<file path="src/rtl/sq_pkg.sv">
// +----------------------------------------------------------------------------+
// | sq_pkg : shared types and defaults for the sum-of-squares controller      |
// | Rev 1.0                                                                    |
// +----------------------------------------------------------------------------+
`default_nettype none

package sq_pkg;

    localparam int ACC_W_DEFAULT = 12;
    localparam int DATA_W        = 4;
    localparam int SQ_W          = 2 * DATA_W;

    typedef enum logic [1:0] {
        IDLE = 2'd0,
        RUN  = 2'd1,
        DONE = 2'd2
    } state_t;

endpackage

`default_nettype wire

</file>
<file path="src/rtl/square_4bit.sv">
// +----------------------------------------------------------------------------+
// | square_4bit : combinational 4-bit unsigned squarer (8-bit result)         |
// | Rev 1.0                                                                    |
// +----------------------------------------------------------------------------+
`default_nettype none

module square_4bit
    import sq_pkg::*;
(
    input  logic [DATA_W-1:0] a,
    output logic [SQ_W-1:0]   y
);

    logic [SQ_W-1:0] a_ext;

    // Operands widened first so the product keeps all 8 bits.
    assign a_ext = {{(SQ_W-DATA_W){1'b0}}, a};
    assign y     = a_ext * a_ext;

endmodule

`default_nettype wire

</file>
<file path="src/rtl/sq_accum_ctrl.sv">
// +----------------------------------------------------------------------------+
// | sq_accum_ctrl : runs of 1..16 samples, squares each and accumulates sum   |
// | Rev 1.0                                                                    |
// +----------------------------------------------------------------------------+
`default_nettype none

module sq_accum_ctrl
    import sq_pkg::*;
#(
    parameter int ACC_W = ACC_W_DEFAULT
) (
    input  logic              clk,
    input  logic              rst_n,
    input  logic              start,
    input  logic [3:0]        len,
    input  logic              clear,
    input  logic              in_valid,
    input  logic [3:0]        in_data,
    output logic              in_ready,
    output logic              sq_valid,
    output logic [7:0]        sq_out,
    output logic [ACC_W-1:0]  sum,
    output logic              busy,
    output logic              done
);

    state_t      state;
    logic [3:0]  run_len;
    logic [3:0]  sample_cnt;
    logic [7:0]  square;
    logic        accept;

    square_4bit u_square (
        .a (in_data),
        .y (square)
    );

    assign accept = in_valid & in_ready;

    always_ff @(posedge clk or negedge rst_n) begin
        if (!rst_n) begin
            state      <= IDLE;
            run_len    <= 4'd0;
            sample_cnt <= 4'd0;
            sum        <= '0;
            sq_out     <= 8'd0;
            sq_valid   <= 1'b0;
            done       <= 1'b0;
            in_ready   <= 1'b0;
            busy       <= 1'b0;
        end else begin
            sq_valid <= 1'b0;
            done     <= 1'b0;
            // Abort has priority over any start or sample in the same cycle.
            if (clear) begin
                state      <= IDLE;
                sample_cnt <= 4'd0;
                sum        <= '0;
                in_ready   <= 1'b0;
                busy       <= 1'b0;
            end else begin
                case (state)
                    IDLE: begin
                        if (start) begin
                            state      <= RUN;
                            run_len    <= len;
                            sample_cnt <= 4'd0;
                            sum        <= '0;
                            in_ready   <= 1'b1;
                            busy       <= 1'b1;
                        end
                    end
                    RUN: begin
                        if (accept) begin
                            sum        <= sum + ACC_W'(square);
                            sq_out     <= square;
                            sq_valid   <= 1'b1;
                            sample_cnt <= sample_cnt + 4'd1;
                            if (sample_cnt == run_len) begin
                                state    <= DONE;
                                in_ready <= 1'b0;
                                done     <= 1'b1;
                            end
                        end
                    end
                    DONE: begin
                        state <= IDLE;
                        busy  <= 1'b0;
                    end
                    default: begin
                        state    <= IDLE;
                        in_ready <= 1'b0;
                        busy     <= 1'b0;
                    end
                endcase
            end
        end
    end

endmodule

`default_nettype wire

</file>
<file path="config.mk">
export PLATFORM = sky130hd
export DESIGN_NAME = sq_accum_ctrl
export DESIGN_NICKNAME = d
export VERILOG_FILES = /design/src/rtl/sq_pkg.sv /design/src/rtl/square_4bit.sv /design/src/rtl/sq_accum_ctrl.sv
export SDC_FILE = /design/constraint.sdc
export NUM_CORES = 1
export LEC_CHECK = 0
export BUFFER_PORTS_ARGS = -buffer_cell sky130_fd_sc_hd__buf_2
export CAP_MARGIN = 20
export CORE_ASPECT_RATIO = 0.9
export CORE_UTILIZATION = 55
export DETAILED_ROUTE_END_ITERATION = 7
export PLACE_DENSITY = 0.78
export SLEW_MARGIN = 20
export SYNTH_ARGS = -nofsm -noshare
export SYNTH_HDL_FRONTEND = slang
export SYNTH_HIERARCHICAL = 1
export SYNTH_SLANG_ARGS = --single-unit
</file>
<file path="constraint.sdc">
create_clock -name clk -period 2.45 [get_ports clk]
set_input_delay 0.49 -clock clk [delete_from_list [all_inputs] [get_ports clk]]
set_output_delay 0.49 -clock clk [all_outputs]
set_load 0.005 [all_outputs]
</file>
==> reports/results.env, run 1 <==
STATUS='finished with violations'
FAILED_CHECKS='negative setup slack'
N_FILL_CELL=186
POST_SYNTH_INST_COUNT=180
GRT_OVERFLOW=0
SYNTH_NETS=207
NUM-NETS-FINAL=285
POST_DP_CELL_AREA_MM2=0.00237
TIMING.FINAL.SETUP_VIOLATIONS=8
YS_SEQ_ELEMENTS=34
WL_PER_CELL_UM=19.4
WORST-PATH-MAX-FANOUT=4
CTS_MADE_BUFFERS=5
MAX_SLEW.WORST_PIN.SLEW_NS=0.776
POSTLAYOUTSETUPSLACKWORST_NS=-0.411
WORSTSETUPSTARTPOINTTYPE='input port'
NUMBER_OF_DRC_MARKERS_IN_ITERATION_0=176
CRITPATHREQUIREDTIME_NS=2.59
HOLD_VIOLATION_COUNT_IN_THE_FINAL_REPORT=0
PLACE.DETAILED.INSTANCES=277
YOSYSWARNINGS=6
CORE-AREA_MM2=0.00343
POSTROUTEWIRELENGTH_UM=5870
CTS_HTREE_LEVELS=2
DETAIL_ROUTE.DRC_VIOLATIONS=0
POST_ROUTE_FRACTION_OF_THE_PERIOD_CONSUMED_BY_THE_CRITICAL_PATH=1.17
SEQ_AREA_FRAC_SYNTH=0.427
GRT_MAX_DEGREE=35
FRACTION_OF_LAYOUT_INSTANCES_USING_A_DRIVE_STRENGTH_ABOVE_1=0.510
FIN_TOTAL_PWR_uW=1630
FMAXACHIEVABLE_MHz=350
SEQCELLAREA_UM2=851
REG2REG_SETUP_SLACK_NS=0.26
HPWL_UM=3490
NUMBER_OF_BUFFERS_ON_THE_LONGEST_CLOCK_PATH=2
VIAS_PER_CELL=6.02
LAYOUT.CELLS.MOST_COMMON='buf_4'
GLOBALPLACE.CONGESTION=0.918
RSZ0062_AT_GRT='true'
IR_DROP_mV=0.433
GRT_PASS1_WL_UM=8310
POSTSYNTH.ASYNCRESETSHARE=1.00
ANTENNA-DIODE-COUNT=0
PORT_BUFFERS=36
GROUTE.USAGE.OVERALL=0.291
DRT.ANTENNA.VIOLATING_NETS=0
FIRST_PASS_ITERS=5
MULTI_INPUT_COMB_AREA_MM2=0.00134
PERIOD_MINUS_SLACK_NS=2.86
DIE-WIDTH_UM=65.4
YS_TOP_CELLS_BY_AREA='dfrtp_1, ha_1, mux2_2'
GRT_PASS1_VIAS=1771
ROUTE.VIAS.TOTAL=1825
WORST_CLOCK_SKEW_NS=0.00819
HOLD_CLASS='in2async'
TIMING.CRITICAL_PATH.FROM='in_data[1]'
WORSTSKEWPAIRLATENCY_NS=0.29
CRITPATHARRIVALTIME_NS=3.00
PLACEMENT_ROWS=20
SETUP_TNS_NS=-1.89
SLEW_VIOL_FINAL=0
SYNTH_CELL_TYPES=46
DIE_HEIGHT_UM=59.1
CRITICALPATHCATEGORY='in2reg'
POSTCTSHOLDBUFS=0
YOSYSTOPAREACELLSHARE=0.427
POSTSYNTH.TOPFLOPCELL='dfrtp_1'
INITIAL_CORE_UTIL=0.581
POST_SYN_AREA_MM2=0.00199
CRITPATHCAPTURETYPE='flip-flop'
POWER_LEAKAGE_uW=0.00136
DIE_AREA_MM2=0.00387
POWER_PER_CELL_AREA_mW_PER_MM2=569
DRV_CAP=0
LAYOUT_COMMON_CELLS='buf_4, dfrtp_1, buf_2'
SYNTH-EDFF-COUNT=0
FINAL-INSTANCE-COUNT-EXCL-FILL=303
TRITONCTS_NUM_SINKS=34
CLK_PIN_SLEW_WORST_PATHS_NS=0.07
SYNTH_AREA_PER_CELL_UM2=11.1
TRITONCTS_CLOCK_TREE='built'
FINAL_CELL_AREA_MM2=0.00286
GRT_ANTENNA_BEFORE_REPAIR=0
PRE_CTS_WS_NS=-0.765
SYN2LAYOUT_AREA_GROWTH_PCT=43.5
YOSYS_TOP_CELL_BY_AREA='dfrtp_1'
RELSLEWSLACK=0.477
CTSROOTBUFFERMASTER='clkbuf_8'
IOPINCOUNT=37
CRITICAL_PATH.REG2REG.STARTPOINT='sum[0]$_DFFE_PN0P_'
[stage by stage]
step                      hold slack, ns  utilization
after floorplan                    0.194            -
after global placement             0.486        0.692
after detailed placement           0.494        0.692
after CTS                          0.287        0.779
after global routing               0.328        0.834
final                              0.270        0.834
[layout make-up]
cell class | count | share of cell area
flip-flops and latches | 34 | 0.298
multi-input cells | 140 | 0.467
clock buffers | 7 | 0.0267
inverters | 2 | 0.00263
repair buffers | 75 | 0.176
clock inverters | 1 | 0.0105
well taps | 44 | 0.0193
[path summary, 6_finish.rpt]
| kind | endpoint | cells after the start |
|---|---|---|
| setup / recovery | sum[10]$_DFFE_PN0P_ | 17 |
| hold / removal | sum[6]$_DFFE_PN0P_ | 1 |
| setup reg to reg | sum[10]$_DFFE_PN0P_ | 8 |
| hold reg to reg | sq_out[7]$_DFFE_PN0P_ | 1 |
| max in group asynchronous | sample_cnt[1]$_DFFE_PN0P_ | 1 |
| min in group clk | run_len[3]$_DFFE_PN0P_ | 2 |
[metal layers]
layer,GRT usage,part of all wire
met4,0.124,0.033
met5,0,0
met3,0.0635,0.055
met2,0.511,0.53
met1,0.345,0.38
[synth_stat cells, drive strengths merged, types with 2 or more instances]
library cell and n:
dfrtp 34, buf 4, xor2 5, o21bai 4, and2 6, nor2 12
a21oi 8, o41ai 3, o31ai 3, o21ai 10, a21o 3, nor3 6
fa 2, o211ai 2, inv 2, xnor2 10, ha 12, a22o 5
nor2b 2, mux2 13, nand4 4, nand2 10, a211oi 4
[state kept, by name (all words and copies together), names as in the netlist, 2 cells and up]
| register | count |
|---|---|
| run_len | 4 |
| sq_out | 8 |
| sample_cnt | 4 |
| state | 2 |
| sum | 12 |
[where the power goes]
part	internal (uW)	total [uW]	switching (uW)
Combinational	236	453	217
Clock	304	502	197
Sequential	626	671	45.1
Total	1170	1630	460
[critical path, stage by stage]
cell	delay, ns
buf_8	0.10
and2b_1	0.19
and2_4	0.17
ha_4	0.19
a31o_1	0.20
a21oi_4	0.20
buf_4	0.14
buf_6	0.08
buf_4	0.10
o21ai_4	0.07
ha_4	0.32
buf_6	0.10
nand2_2	0.05
o21ai_2	0.16
nand4_1	0.14
xor2_1	0.22
nor2_1	0.06
[repair_timing]
| action | in CTS | in global routing |
|---|---|---|
| buffers inserted | 12 | 8 |
| pin swaps | 10 | 13 |
| gates resized for setup | 19 | 19 |
| setup endpoints to repair | 7 | 8 |
[cell families (layout without fill, tap and decap cells)]
family                   Yosys count  after routing  synth area share
AND/OR/NAND/NOR                   50             50             0.149
adder cells (fa/ha/maj)           14             14            0.0955
flip-flops                        34             34             0.427
AO/OA/AOI/OAI                     46             46             0.165
XOR/XNOR                          15             15            0.0660
multiplexers                      14             14            0.0785
other                              1              1           0.00188
buffers and inverters              6             85            0.0176
No activity file was read; power rests on OpenSTA's default activity.
==> inputs of run 2 (changes only) <==
- PLACE_DENSITY: 0.78 -> 0.79
==> run 2 against run 1 <==
The flow still finishes with violations (negative setup slack). Cell count down 3.6%. Register-to-register slack better by 0.11 ns. Non-clock buffer count down 10. Combinational power down 9.7%. First-iteration DRC count down 32%. Sequential power about the same. Sequential share of layout area up 1.2 points. Wire length down 12%. Critical path type unchanged. Highest routed layer unchanged.
==> reports/results.env, run 2 (synthesized netlist as in run 1, its figures left out) <==
STATUS='finished with violations'
FAILED_CHECKS='negative setup slack'
GRT_PASS1_VIAS=1765
GRT_MAX_DEGREE=35
P_SWITCHING_uW=448
TRITONCTS_NUM_SINKS=34
GRT_OVERFLOW=0
TRITONCTS_CLOCK_TREE='built'
VIAS_PER_CELL=5.95
GLOBALPLACE.CONGESTION=0.931
LARGESTREGISTERS='sum x12, sq_out x8'
DIE_AREA_MM2=0.00387
RELSLEWSLACK=0.464
POSTCTSHOLDBUFS=0
CTS_HTREE_LEVELS=2
PLACEMENT_ROWS=20
CRITPATHARRIVALTIME_NS=2.93
HOLD_CLASS='in2async'
COMB_POWER_SHARE=0.277
CTSROOTBUFFERMASTER='clkbuf_8'
P_INT_uW=1030
SYN2LAYOUT_AREA_GROWTH_PCT=37.9
INITIAL_CORE_UTIL=0.581
HPWL_UM=3290
CRITPATHREQUIREDTIME_NS=2.60
CRITICAL-PATH-TOP-DELAY-FAMILY='compound AO/OA/AOI/OAI gates'
LAYOUT_COMMON_CELLS='dfrtp_1, buf_2, buf_4'
GRT_ANTENNA_BEFORE_REPAIR=0
POST_ROUTE_FRACTION_OF_THE_PERIOD_CONSUMED_BY_THE_CRITICAL_PATH=1.14
IR_DROP_mV=0.420
CRIT_CHAIN='buf_8 > and2b_1 > and2_4 > fa_2 > a21o_1 > a21oi_2 > xnor2_2 > ha_4 > nand3_4 > nor3_4 > nor4_4 > buf_4 > o311ai_4 > o41ai_4'
PERIOD_MINUS_SLACK_NS=2.78
NETSWITCHINGFRACTION=0.304
WORST_CLOCK_SKEW_NS=0.00786
PRE_CTS_WS_NS=-0.709
DETAIL_ROUTE.DRC_VIOLATIONS=0
CTS_MADE_BUFFERS=5
WORSTSETUPSTARTPOINTTYPE='input port'
DRT.ANTENNA.VIOLATING_NETS=0
ANTENNA-DIODE-COUNT=0
GRT_PASS1_WL_UM=8250
FIN_TOTAL_PWR_uW=1470
NUM-NETS-FINAL=275
POWER.SHARE.SEQUENTIAL=0.453
POWER_PER_CELL_AREA_mW_PER_MM2=536
FIRST_PASS_ITERS=4
TIMING.CRITICAL_PATH.SLOWEST_CELL_DELAY_NS=0.35
GROUTE.USAGE.OVERALL=0.287
CLK_PIN_SLEW_WORST_PATHS_NS=0.07
DRV_CAP=0
SLEW_VIOL_FINAL=0
MAX_SLEW.WORST_PIN.SLEW_NS=0.800
IOPINCOUNT=37
TIMING.FINAL.SETUP_VIOLATIONS=6
CRITICALPATHCATEGORY='in2reg'
WORST-PATH-MAX-FANOUT=4
FRACTION_OF_LAYOUT_INSTANCES_USING_A_DRIVE_STRENGTH_ABOVE_1=0.488
SETUP_TNS_NS=-1.33
TIMING.CRITICAL_PATH.SLOWEST_STAGE_CELL='fa_2'
LARGEST-REGISTER='sum'
FMAXACHIEVABLE_MHz=359
NUMBER_OF_BUFFERS_ON_THE_LONGEST_CLOCK_PATH=2
WORSTSKEWPAIRLATENCY_NS=0.29
POSTROUTEWIRELENGTH_UM=5150
NUMBER_OF_DRC_MARKERS_IN_ITERATION_0=119
ROUTE.VIAS.TOTAL=1736
PORT_BUFFERS=36
FINISH.UTILIZATION=0.801
DIE-WIDTH_UM=65.4
RSZ0062_AT_GRT='true'
CRITPATHCAPTURETYPE='flip-flop'
PWR-SHARE-CLK=0.269
HOLD_VIOLATION_COUNT_IN_THE_FINAL_REPORT=0
POWER_LEAKAGE_uW=0.00132
WORST-PATH-BUF-INV=2
DIE_HEIGHT_UM=59.1
WL_PER_CELL_UM=17.7
CORE-AREA_MM2=0.00343
LARGEST_REGISTER_FF_COUNT=12
POSTLAYOUTSETUPSLACKWORST_NS=-0.333
## run 2: cell type report
cell class              instances  area (um2)
clock buffers                   5        68.8
flip-flops and latches         34         851
repair buffers                 65         418
multi-input cells             140        1340
inverters                       2        7.51
clock inverters                 2        10.0
fillers                       200         681
well taps                      44        55.1
## run 2: timing repair
item	4_1_cts	5_1_grt
pin swaps	15	17
setup buffers	9	2
endpoints found under the hold margin	0	0
gates cloned	0	0
endpoints found under the setup margin	6	8
resized for setup	22	13
## run 2: power groups by stage
stage	combinational, uW	sequential [uW]	clock [uW]
3_5_place_dp	335	678	0
2_1_floorplan	186	677	0
6_report	409	668	397
5_1_grt	445	677	423
3_3_place_gp	323	674	0
4_1_cts	369	668	395
## run 2: path summary, 6_finish.rpt
check	from	endpoint	slack (ns)	cells past startpoint
min in group clk	len[1]	run_len[1]$_DFFE_PN0P_	0.43	2
hold / removal	rst_n	sum[10]$_DFFE_PN0P_	0.25	1
setup reg to reg	sum[0]$_DFFE_PN0P_	sum[8]$_DFFE_PN0P_	0.37	8
max in group asynchronous	rst_n	sum[3]$_DFFE_PN0P_	1.72	1
setup / recovery	in_data[1]	sum[9]$_DFFE_PN0P_	-0.33	14
hold reg to reg	sq_out[3]$_DFFE_PN0P_	sq_out[3]$_DFFE_PN0P_	0.50	1
## run 2: per-layer routing
metal	GRT usage	up-vias	wire, um
met3	0.0615	18	253
met4	0.127	0	146
li1	-	802	-
met1	0.343	852	2130
met5	0	-	0
met2	0.498	64	2620
## run 2: through the flow
stage,instance area [um2],hold slack (ns),std cells
2_1_floorplan,2010,0.194,180
3_3_place_gp,2370,0.486,277
5_1_grt,2750,0.330,292
4_1_cts,2630,0.287,292
6_report,2750,0.254,292
3_5_place_dp,2370,0.493,277
